==> src/rtl/if_fetch_stage.sv <==
// Instruction fetch stage: issues one instruction-memory read at a time,
// holds the returned word for the IF/ID register, and follows redirects.
//
// Memory handshake: a request is accepted on a clock edge where im_req and
// im_ready are both 1. Exactly one response (im_rvalid=1 for one cycle) comes
// back per accepted request, in order, possibly in the same cycle as im_ready.
module if_fetch_stage #(
  parameter logic [31:0] RESET_PC = 32'h0000_0000
) (
  input  logic        clk,
  input  logic        reset,
  input  logic        IFID_write,
  input  logic        redirect_valid,
  input  logic [31:0] redirect_pc,
  output logic        im_req,
  output logic [31:0] im_addr,
  input  logic        im_ready,
  input  logic        im_rvalid,
  input  logic [31:0] im_rdata,
  output logic [31:0] instruction,
  output logic [31:0] pc,
  output logic        if_valid,
  output logic        IFID_flush,
  output logic [1:0]  fsm_state
);

  localparam logic [1:0] S_IDLE = 2'd0;
  localparam logic [1:0] S_REQ  = 2'd1;
  localparam logic [1:0] S_WAIT = 2'd2;
  localparam logic [1:0] S_HOLD = 2'd3;

  logic [1:0]  state, state_n;
  logic [31:0] fetch_pc, fetch_pc_n;
  logic [31:0] instr_q, instr_n;
  logic        drop, drop_n;
  logic [31:0] redir_target;

  // Redirect targets are always word aligned.
  assign redir_target = redirect_pc & 32'hFFFF_FFFC;

  // Next-state, next fetch PC, capture data and drop-flag decisions.
  always_comb begin
    state_n    = state;
    fetch_pc_n = fetch_pc;
    instr_n    = instr_q;
    drop_n     = drop;
    case (state)
      S_IDLE: begin
        state_n = S_REQ;
        if (redirect_valid) fetch_pc_n = redir_target;
      end
      S_REQ: begin
        if (redirect_valid) begin
          fetch_pc_n = redir_target;
          // Accepted together with a redirect: its response is wrong-path.
          // If that response is already here it is simply ignored.
          if (im_ready && !im_rvalid) begin
            state_n = S_WAIT;
            drop_n  = 1'b1;
          end
        end else if (im_ready) begin
          if (im_rvalid) begin
            instr_n = im_rdata;
            state_n = S_HOLD;
          end else begin
            state_n = S_WAIT;
          end
        end
      end
      S_WAIT: begin
        if (redirect_valid) begin
          fetch_pc_n = redir_target;
          if (im_rvalid) begin
            state_n = S_REQ;
            drop_n  = 1'b0;
          end else begin
            drop_n  = 1'b1;
          end
        end else if (im_rvalid) begin
          if (drop) begin
            state_n = S_REQ;
            drop_n  = 1'b0;
          end else begin
            instr_n = im_rdata;
            state_n = S_HOLD;
          end
        end
      end
      S_HOLD: begin
        // Redirect takes priority over a consume in the same cycle.
        if (redirect_valid) begin
          fetch_pc_n = redir_target;
          state_n    = S_REQ;
        end else if (IFID_write) begin
          fetch_pc_n = fetch_pc + 32'd4;
          state_n    = S_REQ;
        end
      end
      default: state_n = S_IDLE;
    endcase
  end

  // State registers; im_req/im_addr are registered from next-state values.
  always_ff @(posedge clk or negedge reset) begin
    if (!reset) begin
      state    <= S_IDLE;
      fetch_pc <= RESET_PC;
      instr_q  <= 32'h0000_0000;
      drop     <= 1'b0;
      im_req   <= 1'b0;
      im_addr  <= RESET_PC;
    end else begin
      state    <= state_n;
      fetch_pc <= fetch_pc_n;
      instr_q  <= instr_n;
      drop     <= drop_n;
      im_req   <= (state_n == S_REQ);
      im_addr  <= fetch_pc_n;
    end
  end

  // Without a held word the IF/ID register sees a bubble at the fetch PC.
  always_comb begin
    if_valid    = (state == S_HOLD);
    instruction = if_valid ? instr_q : 32'h0000_0000;
    pc          = fetch_pc;
    IFID_flush  = redirect_valid;
    fsm_state   = state;
  end

endmodule

==> config.mk <==
export PLATFORM = sky130hd
export DESIGN_NAME = if_fetch_stage
export DESIGN_NICKNAME = d
export VERILOG_FILES = /design/src/rtl/if_fetch_stage.sv
export SDC_FILE = /design/constraint.sdc
export NUM_CORES = 1
export LEC_CHECK = 0
export BUFFER_PORTS_ARGS = -buffer_cell sky130_fd_sc_hd__buf_4
export CAP_MARGIN = 20
export CORE_AREA = 5 5 84 164
export DETAILED_ROUTE_END_ITERATION = 10
export DIE_AREA = 0 0 89 169
export GPL_ROUTABILITY_DRIVEN = 1
export MAX_ROUTING_LAYER = met4
export PLACE_DENSITY = 0.64
export SYNTH_ARGS = -nofsm -noshare
export SYNTH_HDL_FRONTEND = slang
export SYNTH_SLANG_ARGS = --single-unit
export TNS_END_PERCENT = 10
==> constraint.sdc <==
create_clock -name clk -period 2.5 [get_ports clk]
set_clock_uncertainty 0.2 [all_clocks]
set_input_delay 0.125 -clock clk [delete_from_list [all_inputs] [get_ports clk]]
set_output_delay 0.125 -clock clk [all_outputs]
set_load 0.005 [all_outputs]
==> Word-level counts from Yosys, hierarchy flattened <==
Cells that the tools add are included.
{ "op_classes": {"n_addsub": 1, "n_eq_ne": 15, "muxes": 29, "n_reduce_logical": 8} }
{ "op_table": {"columns": ["operator", "count"], "rows": [
  ["32-bit two-way mux", 10],
  ["32-bit case mux with 2 select lines", 2],
  ["32-bit by 3-bit adder with 32-bit output, second input constant", 1],
  ["2-bit two-way mux", 9],
  ["2-bit != test, second input constant", 8],
  ["2-bit case mux with 4 select lines", 1],
  ["7-bit AND reduction", 1],
  ["1-bit two-way mux", 6],
  ["3-bit != test, second input constant", 2],
  ["2-bit by 1-bit == test with 1-bit output, second input constant", 2],
  ["2-bit == test, second input constant", 2],
  ["4-bit AND reduction", 1],
  ["3-bit OR reduction", 1],
  ["2-bit logical NOT", 1],
  ["2-bit by 1-bit != test with 1-bit output, second input constant", 1],
  ["1-bit case mux with 2 select lines", 1],
  ["2-bit AND reduction", 1],
  ["2-bit nonzero test", 1],
  ["1-bit logical AND", 1],
  ["1-bit logical NOT", 1]
]} }
{ "totals": {"register_bits": 68, "inputBits": 70, "out_inout_bits": 101} }

==> Longest topological paths before layout <==
Gate-level depths: netlist (run 1).
{ "logic_depth": {"depth_word": 6, "mapped_depth": 7, "depth_no_buf": 6} }

==> Worst setup path after synthesis (run 1) <==
No wires, ideal clock.
{ "synth_timing": {"path_type": "reg-to-reg", "start": "register fetch_pc[2] (netlist: pc[2])", "end": "register fetch_pc[22] (netlist: pc[22])", "t_arrival_ns": 1.517, "required_time_ns": 2.175, "path_slack_ns": 0.659, "stages_incl_launch_ff": 7, "path_buffers": 0, "period_less_slack_ns": 1.841, "cell_sequence": "dfrtp_1 ha_1 nand2_1 nor4_4 nand3_1 xnor2_1 mux2_2"} }
{ "synth_via": {"elab_chain_cells": 4} }
{ "synth_rtl": {"columns": ["item", "line_no", "rtl"], "rows": [
  ["from (decl)", "33", "logic [31:0] fetch_pc, fetch_pc_n;"],
  ["from (signal assigned)", "114", "fetch_pc <= fetch_pc_n;"],
  ["32-bit by 3-bit adder with 32-bit output", "95", "fetch_pc_n = fetch_pc + 32'd4;"],
  ["32-bit two-way mux", "94", "end else if (IFID_write) begin"],
  ["32-bit two-way mux", "91", "if (redirect_valid) begin"],
  ["32-bit case mux with 2 select lines", "47", "case (state)"]
]} }
No other way between the ends. The select of a mux whose other input is x is not followed.
A chain may end at the register's enable or synchronous reset.

==> Final worst setup path (run 1) <==
{ "layout_timing": {"start": "register state[1] (netlist: fsm_state[1])", "end": "register instr_q[14]"} }
{ "layout_via": {"elab_chain_cells": 3, "word_cells_on_any_way": 11, "classes_between": "eq/ne (8); mux (1); reduce/logical (2)"} }
{ "layout_rtl": {"columns": ["item", "line_no", "rtl"], "rows": [
  ["from (decl)", "32", "logic [1:0] state, state_n;"],
  ["from (signal assigned)", "113", "state <= state_n;"],
  ["2-bit == test / 2-bit by 1-bit == test with 1-bit output (equally long branches)", "47", null],
  ["2-bit != test (no line) / 2-bit nonzero test (equally long branches)", null, null],
  ["7-bit AND reduction (no line)", null, null],
  ["to (signal assigned)", "115", "instr_q <= instr_n;"],
  ["to (decl)", "34", "logic [31:0] instr_q, instr_n;"]
]} }
Several ways; a longest one is shown, not always the timed one.

==> metrics, run 1 <==
critical path launch point type=register; Register Area=1650 µm²; Synth Flop Type=dfrtp_1; Slew HR=0.415; CTS Buffer Depth=2; register area share after synthesis=0.453; post_cts resized=0; n_diodes=0; initial antenna violation count=0; Clk Latency, worst-skew pair=320 ps; most used cell, CP=buf_4; crit end category=register; Hold Path Class=in -> reg; Crit path max-delay family=buffers and inverters; fillers=1169; Max stage delay on crit path=410 ps; synthesized flop and latch total=66; remaining global-route overflow=0; NetSw=0.000969 W; Core ar.=12400 µm²; CTS tree=built; first-pass GRT wire length=16700 µm; FMAX=494 MHz; setup TNS=0 ps; PwrDens=632 nW/µm²; FF-to-FF setup slack=470 ps; Die W=89 µm; Synth top cells by count=dfrtp_1 (66), buf_4 (41), nand2_1 (41); Clock power frac=0.314; count of flip-flops with a built-in enable after synthesis=0; critical-path cell list=buf_4 > nand3_1 > a21oi_4 > buf_4 > mux2_2; Inst Count DP=626; multi-input gate area in the final layout=1630 µm²; Worst-path clk slew=50 ps; CP required=2510 ps; MaxCap Viol Count=0; synth top area cells=dfrtp_1 (45%), mux2_2 (10%), buf_4 (8.4%); total routed wirelength=10700 µm; drc violations=0; Final period util=0.810; clock tree sinks=66; Synth cell types=37; Slew Viols, Final=0; kind of critical path=reg -> reg; post-layout util=0.459; nets=622; slowest cell on the critical path=dfrtp_1; Final Setup Violations=0; Leak=2.72 nW; initial drt markers=106; Clock Tree Root=clkbuf_16; combinational share of power=0.275; vias in the first global route=3331; Layout Cells excl Fill=706; die area=15000 µm²; antenna-violating nets left=0; Peak VDD IR=427 µV; IO Count=171; Mapped Area=3650 µm²; yosys warns=0; worst path bufs/invs=2; P_int=0.00263 W; cts bufs inserted=9; wire per inst=15.1 µm; area delta synth->final=56.0%; Worst Path Arrival=2030 ps; status=finished clean; FP Rows=58; DR vias=3274; Mean Syn Cell Area=10.2 µm²; Post-DP HPWL=7190 µm; RSZ-0062 raised after global routing=no; Critical Path Fanout Max=22; share of layout cells above drive strength 1=0.419; vias per inst=4.64; most frequent cell after synthesis=dfrtp_1; Overall Power=0.00360 W; switching portion of total power=0.269; worst-margin pin slew=877 ps; Synth Instances=356; number of I/O port buffers=164; Initial DRT Pass Iterations=4; Hold Vio Cnt, Final=0; GP Congestion=0.783; Yosys top cell area share=0.453; area leader, netlist=dfrtp_1; Max H-tree Level=3; Final Critical Period=2030 ps; maximum number of pins on one net before global-route repair=67; Initial Util=0.294; Die Ht=169 µm; Post-synth ARST share=1.00; sequential share of power=0.411; Tot GR Track Use=0.146
==> through the flow <==
| step | setup slack [ps] | cell area (µm²) | hold slack (ps) |
|---|---|---|---|
| CTS | 457 | 5690 | 82.7 |
| finish | 474 | 5690 | 88.4 |
| floorplan | 659 | 3660 | -371 |
| detailed placement | 472 | 4790 | 105 |
| global route | 333 | 5690 | 165 |
| global placement | 529 | 4790 | 101 |
==> kinds of logic (layout without fill, tap and decap cells) <==
kind of cell / after synthesis / after routing / synth area share
AND/OR/NAND/NOR: 128 / 128 / 0.206
flip-flops: 66 / 66 / 0.453
buffers and inverters: 61 / 258 / 0.106
AO/OA/AOI/OAI: 35 / 35 / 0.0535
multiplexers: 35 / 35 / 0.108
XOR/XNOR: 29 / 29 / 0.0696
adder cells (fa/ha/maj): 1 / 1 / 0.00343
other: 1 / 4 / 0.00103
==> layout by cell type, fill, tap and decap left out, types with 2 or more instances in the layout <==
| cell type | Yosys | final |
|---|---|---|
| and4_1 | 5 | 5 |
| nor2_1 | 4 | 4 |
| nor4_2 | 3 | 3 |
| o21ai_0 | 12 | 12 |
| nand4_1 | 9 | 9 |
| o21ai_2 | 3 | 3 |
| xor2_1 | 17 | 17 |
| mux2_2 | 33 | 33 |
| clkbuf_1 | 13 | 3 |
| nand3_2 | 3 | 3 |
| clkbuf_16 | 0 | 9 |
| conb_1 | 1 | 4 |
| xnor2_1 | 12 | 12 |
| clkinv_2 | 0 | 3 |
| and2_1 | 5 | 5 |
| o21ai_1 | 15 | 15 |
| buf_4 | 41 | 173 |
| a21oi_1 | 2 | 2 |
| nor3_1 | 2 | 2 |
| nand3_1 | 9 | 9 |
| dfrtp_1 | 66 | 66 |
| and3_1 | 39 | 39 |
| nand2_1 | 41 | 41 |
| dlygate4sd3_1 | 0 | 64 |
| inv_1 | 5 | 5 |
==> power groups by stage <==
stage | registers, W | logic, W | clock network [W]
after floorplan | 0.00145 | 0.000501 | 0
after global placement | 0.00148 | 0.000902 | 0
after detailed placement | 0.00149 | 0.000918 | 0
after CTS | 0.00148 | 0.00100 | 0.00117
after global routing | 0.00152 | 0.00110 | 0.00123
final | 0.00148 | 0.000990 | 0.00113
==> worst paths after layout <==
| kind | from | end | cells after the start |
|---|---|---|---|
| min in group asynchronous | reset | instr_q[22] | 2 |
| worst max register to register | fsm_state[1] | instr_q[14] | 5 |
| worst min-delay path | IFID_write | im_req | 5 |
| max in group asynchronous | reset | instr_q[7] | 2 |
| worst min register to register | instr_q[3] | instr_q[3] | 1 |
| worst max-delay path | fsm_state[1] | instr_q[14] | 5 |
==> state kept, by name, indices dropped and copies added (netlist names) <==
name,count
pc,30
instr_q,32
im_req,1
fsm_state,2
drop,1
==> worst register-to-register path, delay by kind of cell, from the launching register on <==
kind | cells | cell delay (ps)
multiplexers | 1 | 390
AND/OR/NAND/NOR | 1 | 180
AO/OA/AOI/OAI | 1 | 190
buffers and inverters | 2 | 540
flip-flops | 1 | 410
==> layout make-up <==
class	count	area share
Timing Repair Buffer	237	0.341
Multi-Input combinational cell	232	0.286
Clock buffer	13	0.0440
Sequential cell	66	0.290
Clock inverter	3	0.00264
Inverter	5	0.00330
Tap cell	150	0.0330
==> metal layers <==
layer  vias up  global-route usage  wire length, µm
li1       1572                   -                -
met1      1555               0.196             4650
met2       137               0.225             5060
met3        10              0.0302              819
met4         0              0.0356              135
met5         -                   -                0
==> timing repair <==
action,4_1_cts,5_1_grt
buffers inserted,0,0
hold buffers,64,0
endpoints found under the hold margin,132,0
endpoints found under the setup margin,0,0
No activity file was read; power rests on OpenSTA's default activity.
==> run 2: changes to the inputs <==
--- a/config.mk
+++ b/config.mk
@@ -12,7 +12,7 @@
 export DIE_AREA = 0 0 89 169
 export GPL_ROUTABILITY_DRIVEN = 1
 export MAX_ROUTING_LAYER = met4
-export PLACE_DENSITY = 0.64
+export PLACE_DENSITY = 0.66
 export SYNTH_ARGS = -nofsm -noshare
 export SYNTH_HDL_FRONTEND = slang
 export SYNTH_SLANG_ARGS = --single-unit
==> constraint.sdc (replaced) <==
create_clock -name clk -period 1.85 [get_ports clk]
set_clock_uncertainty 0.2 [all_clocks]
set_input_delay 0.0925 -clock clk [delete_from_list [all_inputs] [get_ports clk]]
set_output_delay 0.0925 -clock clk [all_outputs]
set_load 0.005 [all_outputs]
==> run 2 against run 1 <==
Die area did not move. Highest routed layer unchanged. Maximum frequency rose by 11%. Count of clock-buffer cells in the layout fell by 4.
==> metrics, run 2 (synthesized netlist as in run 1, its figures left out) <==
status=finished clean; Die Ht=169 µm; area delta synth->final=71.3%; clock tree sinks=66; DR vias=3474; most frequent cells in the layout=buf_4 (200), dlygate4sd3_1 (73), dfrtp_1 (65); kind of critical path=reg -> reg; antenna-violating nets left=0; Max H-tree Level=3; total routed wirelength=11500 µm; Initial Util=0.294; wire per inst=15.3 µm; Layout Cells excl Fill=748; Initial DRT Pass Iterations=4; share of layout cells above drive strength 1=0.462; Final Setup Violations=0; IO Count=171; Max stage delay on crit path=400 ps; Top reg by flops=instr_q; critical-path cell list=and2b_1 > nand2_2 > a21oi_4 > buf_12 > buf_12 > mux2_2; Worst-path clk slew=60 ps; Design Area, Final=6250 µm²; die area=15000 µm²; remaining global-route overflow=0; initial antenna violation count=0; drc violations=0; FP Rows=58; vias per inst=4.64; max reg flops=32; Peak VDD IR=537 µV; PwrDens=846 nW/µm²; Hold Vio Cnt, Final=0; Critical Path Fanout Max=9; vias in the first global route=3577; CTS tree=built; Inst Count DP=652; Die W=89 µm; MaxCap Viol Count=0; Leak=3.01 nW; slowest cell on the critical path=dfrtp_2; crit end category=register; Post-DP HPWL=7490 µm; most common cell after layout, fill and taps aside=buf_4; nets=664; Final Critical Period=1830 ps; n_diodes=0; number of I/O port buffers=164; critical path launch point type=register; maximum number of pins on one net before global-route repair=67; CTS Buffer Depth=2; first-pass GRT wire length=17500 µm; Slew Viols, Final=0; Final period util=0.991; RSZ-0062 raised after global routing=yes; most used cell, CP=buf_12; Clock Tree Root=clkbuf_16; Tot GR Track Use=0.151; Fin Hold WS=101 ps; GP Congestion=0.790; cts bufs inserted=9; initial drt markers=85; Hold Path Class=in -> reg; Core ar.=12400 µm²; Clk Latency, worst-skew pair=330 ps; FMAX=546 MHz; placed cell area=5020 µm²; Worst Path Arrival=1850 ps; CP required=1870 ps
run 2: changes by cell type in the layout (fill, tap and decap cells not counted), sizes merged:
| cell | before | now |
|---|---|---|
| bufinv | 0 | 1 |
| clkinv | 3 | 2 |
| dlygate4sd3 | 64 | 73 |
| clkbuf | 13 | 11 |
| clkinvlp | 0 | 4 |
| buf | 173 | 204 |
run 2: power by group:
| group | internal (W) | switching [W] |
|---|---|---|
| Sequential | 0.00177 | 0.000186 |
| Clock | 0.00104 | 0.000639 |
| Combinational | 0.00106 | 0.000600 |
run 2: cell type report:
type | instances | area [µm²]
Clock inverter | 7 | 70.1
Tap cell | 150 | 188
Inverter | 5 | 18.8
Multi-Input combinational cell | 232 | 1730
Fill cell | 1108 | 6160
Timing Repair Buffer | 279 | 2360
Sequential cell | 66 | 1650
Clock buffer | 9 | 225
run 2: per-layer routing:
metal | wire length, µm | share of wire | global-route usage
met2 | 5440 | 0.47 | 0.236
met5 | 0 | 0 | -
met1 | 4820 | 0.42 | 0.192
met4 | 195 | 0.017 | 0.0460
met3 | 1000 | 0.088 | 0.0380
run 2: what timing repair did:
item / CTS / global route
hold endpoints to repair: 132 / 0
pin swaps: 1 / 1
gates cloned: 0 / 2
setup buffers: 3 / 2
resized for setup: 1 / 30
hold buffers: 73 / 0
setup endpoints to repair: 19 / 47
run 2: through the flow:
step / total power [W] / util / setup TNS [ps] / setup WS, ps
after global placement: 0.00331 / 0.405 / -85.6 / -64.6
final: 0.00528 / 0.504 / 0 / 17.0
after CTS: 0.00518 / 0.489 / 0 / 7.37
after floorplan: 0.00263 / - / 0 / 8.58
after global routing: 0.00558 / 0.504 / -899 / -45.8
after detailed placement: 0.00334 / 0.405 / -240 / -93.1
run 2: worst max-delay path: cells and delay by family (launching register included):
family | cells | cell delay (ps)
flip-flops | 1 | 400
multiplexers | 1 | 340
AND/OR/NAND/NOR | 2 | 320
buffers and inverters | 2 | 270
AO/OA/AOI/OAI | 1 | 180
run 2: final timing paths:
path / from / to / slack, ps / depth (start not counted)
worst max-delay path: fsm_state[1] / instr_q[16] / 20 / 6
worst min-delay path: IFID_write / im_req / 100 / 5
worst max register to register: fsm_state[1] / instr_q[16] / 20 / 6
worst min register to register: instr_q[7] / instr_q[7] / 300 / 1
max in group asynchronous: reset / fsm_state[1] / 1030 / 3
min in group asynchronous: reset / instr_q[19] / 120 / 3
